===== src/rtl/register16b_ip_cores_if.sv =====
// rtl/register16b_ip_cores_if.sv - halfword read/write port bundle for register16b_ip_cores
interface register16b_ip_cores_if #(
  parameter int ADDR_W = 4,
  parameter int HALF_W = 16
);
  logic [ADDR_W-1:0] addr;
  logic              write_en;
  logic [HALF_W-1:0] write_data;
  logic [HALF_W-1:0] read_data_1;
  logic              is_little_endian;

  modport master (
    output addr, write_en, write_data, is_little_endian,
    input  read_data_1
  );

  modport slave (
    input  addr, write_en, write_data, is_little_endian,
    output read_data_1
  );
endinterface


===== src/rtl/register16b_ip_cores.sv =====
// rtl/register16b_ip_cores.sv - 8x32 memory on a 16-bit halfword port with runtime endianness
// Optional: REG16B_BYTE_SWAP_EN swaps bytes within the halfword in little-endian mode.
module register16b_ip_cores #(
  parameter int                   ADDR_W    = 4,
  parameter int                   HALF_W    = 16,
  parameter logic [2*HALF_W-1:0]  LAST_WORD = 32'h12345678
) (
  input  logic                  clk,
  input  logic                  rst_n,
  register16b_ip_cores_if.slave bus
);
  localparam int WORD_W = 2 * HALF_W;
  localparam int WORDS  = 1 << (ADDR_W - 1);

  logic [WORD_W-1:0] mem [WORDS];
  logic [ADDR_W-2:0] word_idx;
  logic              upper_sel;
  logic              swap_en;
  logic [HALF_W-1:0] sel_half;
  logic [HALF_W-1:0] rd_half;
  logic [HALF_W-1:0] wr_half;

  // Word i holds the byte ramp 4i..4i+3; the top word is a fixed marker.
  function automatic logic [WORD_W-1:0] init_word(input int i);
    if (i == WORDS - 1) begin
      return LAST_WORD;
    end
    return WORD_W'({8'(4 * i), 8'(4 * i + 1), 8'(4 * i + 2), 8'(4 * i + 3)});
  endfunction

  function automatic logic [HALF_W-1:0] byte_swap(input logic [HALF_W-1:0] h);
    return {h[7:0], h[15:8]};
  endfunction

  assign word_idx  = bus.addr[ADDR_W-1:1];
  // Big endian puts the even halfword in the upper half; little endian inverts that.
  assign upper_sel = ~(bus.addr[0] ^ bus.is_little_endian);

`ifdef REG16B_BYTE_SWAP_EN
  assign swap_en = bus.is_little_endian;
`else
  assign swap_en = 1'b0;
`endif

  always_comb begin
    sel_half = upper_sel ? mem[word_idx][WORD_W-1:HALF_W] : mem[word_idx][HALF_W-1:0];
    rd_half  = swap_en ? byte_swap(sel_half) : sel_half;
    wr_half  = swap_en ? byte_swap(bus.write_data) : bus.write_data;
  end

  always_ff @(posedge clk or negedge rst_n) begin
    if (!rst_n) begin
      bus.read_data_1 <= '0;
      for (int i = 0; i < WORDS; i++) begin
        mem[i] <= init_word(i);
      end
    end else if (bus.write_en) begin
      if (upper_sel) begin
        mem[word_idx][WORD_W-1:HALF_W] <= wr_half;
      end else begin
        mem[word_idx][HALF_W-1:0] <= wr_half;
      end
      // Write-first: the swap is undone on the way back out, so echo the port data.
      bus.read_data_1 <= bus.write_data;
    end else begin
      bus.read_data_1 <= rd_half;
    end
  end
endmodule


===== src/flat_wrapper.sv =====
// flat-port wrapper written by rule: the top's interface ports become plain ports
module register16b_ip_cores_flat 
#(
  parameter int                   ADDR_W    = 4,
  parameter int                   HALF_W    = 16,
  parameter logic [2*HALF_W-1:0]  LAST_WORD = 32'h12345678
)
  (clk, rst_n, bus_addr, bus_write_en, bus_write_data, bus_is_little_endian, bus_read_data_1);
  register16b_ip_cores_if #(.ADDR_W(ADDR_W), .HALF_W(HALF_W)) bus_i ();
  input  logic clk;
  input  logic rst_n;
  input wire logic [$bits(bus_i.addr)-1:0] bus_addr;
  input wire logic [$bits(bus_i.write_en)-1:0] bus_write_en;
  input wire logic [$bits(bus_i.write_data)-1:0] bus_write_data;
  input wire logic [$bits(bus_i.is_little_endian)-1:0] bus_is_little_endian;
  output wire logic [$bits(bus_i.read_data_1)-1:0] bus_read_data_1;
  assign bus_i.addr = bus_addr;
  assign bus_i.write_en = bus_write_en;
  assign bus_i.write_data = bus_write_data;
  assign bus_i.is_little_endian = bus_is_little_endian;
  assign bus_read_data_1 = bus_i.read_data_1;
  register16b_ip_cores #(.ADDR_W(ADDR_W), .HALF_W(HALF_W), .LAST_WORD(LAST_WORD)) u_core (.clk(clk), .rst_n(rst_n), .bus(bus_i));
endmodule

===== config.mk =====
export PLATFORM = sky130hd
export DESIGN_NAME = register16b_ip_cores_flat
export DESIGN_NICKNAME = d
export VERILOG_FILES = /design/src/rtl/register16b_ip_cores_if.sv /design/src/rtl/register16b_ip_cores.sv /design/src/flat_wrapper.sv
export SDC_FILE = /design/constraint.sdc
export NUM_CORES = 1
export LEC_CHECK = 0
export BUFFER_PORTS_ARGS = -buffer_cell sky130_fd_sc_hd__buf_2
export CAP_MARGIN = 40
export CORE_ASPECT_RATIO = 1.2
export CORE_MARGIN = 4
export CORE_UTILIZATION = 40
export CTS_CLUSTER_DIAMETER = 200
export DETAILED_ROUTE_END_ITERATION = 12
export PLACE_DENSITY_LB_ADDON = 0.15
export SLEW_MARGIN = 20
export SYNTH_ARGS = -nofsm -noshare
export SYNTH_HDL_FRONTEND = slang
export SYNTH_SLANG_ARGS = --single-unit

===== constraint.sdc =====
create_clock -name clk -period 3.5 [get_ports clk]
set_clock_uncertainty 0.15 [all_clocks]
set_input_delay 0.7 -clock clk [delete_from_list [all_inputs] [get_ports clk]]
set_output_delay 0.7 -clock clk [all_outputs]
set_load 0.1 [all_outputs]

==> reports/results.txt <==
RSZ-0062 raised after global routing = no
Status = complete, but fails checks
Layout cells sized above 1 = 54.50%
Initial antenna violation count = 0
Post-synth EDFFs = 0
Crit Path Class = in2reg
Post-DR wirelength/cell = 25.18 microns
Area taken by flip-flops and latches = 6903 sq um
Cell family with most CP delay = buffers and inverters
Rel. slew slack = 49.19%
Mapped Nets = 936
Reg2reg path depth = 4
R2R Setup Slk = 1.72 ns
Pleak = 0.006070 uW
Row count = 71
Antenna-violating nets left = 0
Top layer in use = met4
Count of yosys warnings during synthesis = 0
Post-synth top flop = dfrtp_1
Core Region = 31,270 sq um
Largest stage delay, worst path = 0.45 ns
Synthesized area = 12,640 sq um
Placed cells = 1,326
Highest clock rate = 431.2 MHz
Seq/Total Area, Yosys = 54.62%
TNS Setup = 0 ns
Area share of the largest cell type after synthesis = 38.61%
Asr flop ratio synth = 100.0%
Fin crit share = 66.26%
Initial DRC count = 487
Final wirelength = 34,730 microns
Worst skew pair latency = 0.55 ns
Unique cell type count in the Yosys netlist = 46
Final min period = 2.319 ns
Maximum Capacitance Violations = 0
First-pass GRT wire length = 53,200 microns
Cell with the most instances after synthesis = mux2_2
Worst slew pin tran = 0.7604 ns
Via density per instance = 5.721
Die area = 34,520 sq um
Worst Path Max Fanout = 37
Hold Crit Class = in2async
Fin cells = 1,379
Number of diodes = 0
Cells along the critical path = buf_4, buf_4, mux2_2, a221o_1, a221oi_1, a221oi_1
Largest area contributor in the netlist = dfrtp_1
Reg clk slew, reported paths = 0.06 ns
Dpl hpwl = 21,130 microns
Top cells by area, synth = dfrtp_1, mux2_2, dfstp_2
Setup bufs post-CTS = 0
Worst R2R End = u_core.bus.read_data_1[5]
Vias in the first global route = 8,238
CTS tree = done
Final core utilization = 45.90%
IO Pins = 40
Via count of the routed design = 7,889
Failing checks = negative hold slack
Drt drc = 0
Area growth, synth to finish = 13.56%
Multi-input gate area = 5299 sq um
CP Capture Type = flop
Final setup violation count = 0
Min Hold Slack = -0.004763 ns
Layout Nets = 980
GRT Resource Usage Total = 20.18%
Chip width = 170.3 microns
Total gr overflow = 0
Clk buf depth = 3
Met3 Wirelength = 1075 microns
Commonest cells in the netlist = mux2_2, dfrtp_1, dfstp_2, a221oi_1, mux2i_1
Hold Violations, Final = 6
FF+latch count, synth = 272
# hold bufs at CTS = 0
CTS sink count = 272
Post-synthesis instance total = 912
H-tree levels = 1
Post_cts resized = 0
Total CTS buffers = 28
CP Launch Type = input port
DR pass1 iterations = 5
Global placement routability congestion = 0.7811
Root Buffer = clkbuf_16
Largest net degree at the start of global routing = 82
Pwr/cell area = 652.3 nW/um^2
Max Slew Vio Count = 0
Slowest CP cell = buf_4
Die Ht = 202.7 microns
Peak supply drop = 0.3550 mV
Met2 WL = 16,740 microns
WP buf/inv = 2
Buffers on Ports = 39
WL met1 = 16,070 microns
Synthesized area per cell = 13.86 sq um
Fill cell count = 2,902
Initial core utilization = 40.42%
Arrival @ worst endpoint = 2.58 ns
Reg-to-Reg Start = u_core.mem[133]
Req. time, crit path = 3.76 ns
## flip-flops by register name, summed over array words and instances, names as in the netlist
register and cells:
u_core.mem 256, u_core.bus.read_data_1 16
## cell families (layout without fill, tap and decap cells)
family                 Yosys count  in the layout  synth area share, %
multiplexers                   327            327                28.89
flip-flops                     272            272                54.62
AO/OA/AOI/OAI                  139            139                8.890
buffers and inverters           92            158                3.574
AND/OR/NAND/NOR                 80             80                3.831
XOR/XNOR                         2              2               0.1980
## routing by layer
metal	vias up	global-route usage (%)
met5	-	0
met4	0	5.307
met3	48	2.259
met2	144	32.93
met1	4207	28.80
li1	3490	-
## stage by stage
stage          power [uW]  worst slack [ns]  area (sq um)
2_1_floorplan        5894             1.174         12640
3_3_place_gp         6393            0.5820         13420
3_5_place_dp         6442            0.6080         13420
4_1_cts              9467             1.191         14340
5_1_grt              9826             1.074         14350
6_report             9362             1.181         14350
## worst max path at each step
stage	slack, ns	endpoint	from	cells past startpoint
after floorplan	1.17	u_core.mem[149]	bus_is_little_endian	5
after global placement	0.58	u_core.bus.read_data_1[3]	bus_addr[3]	6
after detailed placement	0.61	u_core.bus.read_data_1[3]	bus_addr[3]	6
after CTS	1.19	u_core.bus.read_data_1[3]	bus_addr[3]	6
after global routing	1.07	u_core.bus.read_data_1[3]	bus_addr[3]	6
final	1.18	u_core.bus.read_data_1[3]	bus_addr[3]	6
## layout by cell type (no fill, tap or decap), types with 4 or more instances in the layout
master / count
clkbuf_8: 7
o2bb2ai_1: 5
nand2b_1: 7
a221o_1: 12
dfrtp_1: 195
nand2_2: 5
o221ai_1: 4
a21oi_1: 8
clkbuf_1: 5
buf_12: 6
buf_4: 45
and3_1: 6
a22oi_1: 12
mux2_2: 292
buf_2: 36
mux2i_1: 34
o221a_2: 5
nor3_4: 4
a221oi_1: 41
nor2b_1: 6
nand3_1: 15
o211ai_1: 6
clkbuf_16: 29
inv_1: 17
clkinv_2: 10
nor2_2: 4
nor2_1: 11
o21ai_0: 15
dfstp_2: 77
a22o_1: 12
nand2_1: 9
a31oi_1: 7
## area by class of cell
cell class	instances	share of cell area (%)
clock buffer	41	5.858
clock inverter	11	0.5579
inverter	17	0.4446
multi-input combinational	548	36.92
sequential	272	48.10
tap	401	3.496
timing repair buffer	89	4.629
## power breakdown
part / switching (uW) / leakage (uW) / internal (uW)
sequential: 407 / 0.00319 / 4150
clock: 1260 / 0.000467 / 1730
combinational: 872 / 0.00241 / 949
total: 2530 / 0.00607 / 6830
## worst reg2reg max path: stages, from the launching register on
cell	delay, ns
dfrtp_1	0.37
mux2_2	0.26
a221o_1	0.30
a221oi_1	0.45
a221oi_1	0.09
No activity file was read; power rests on OpenSTA's default activity.
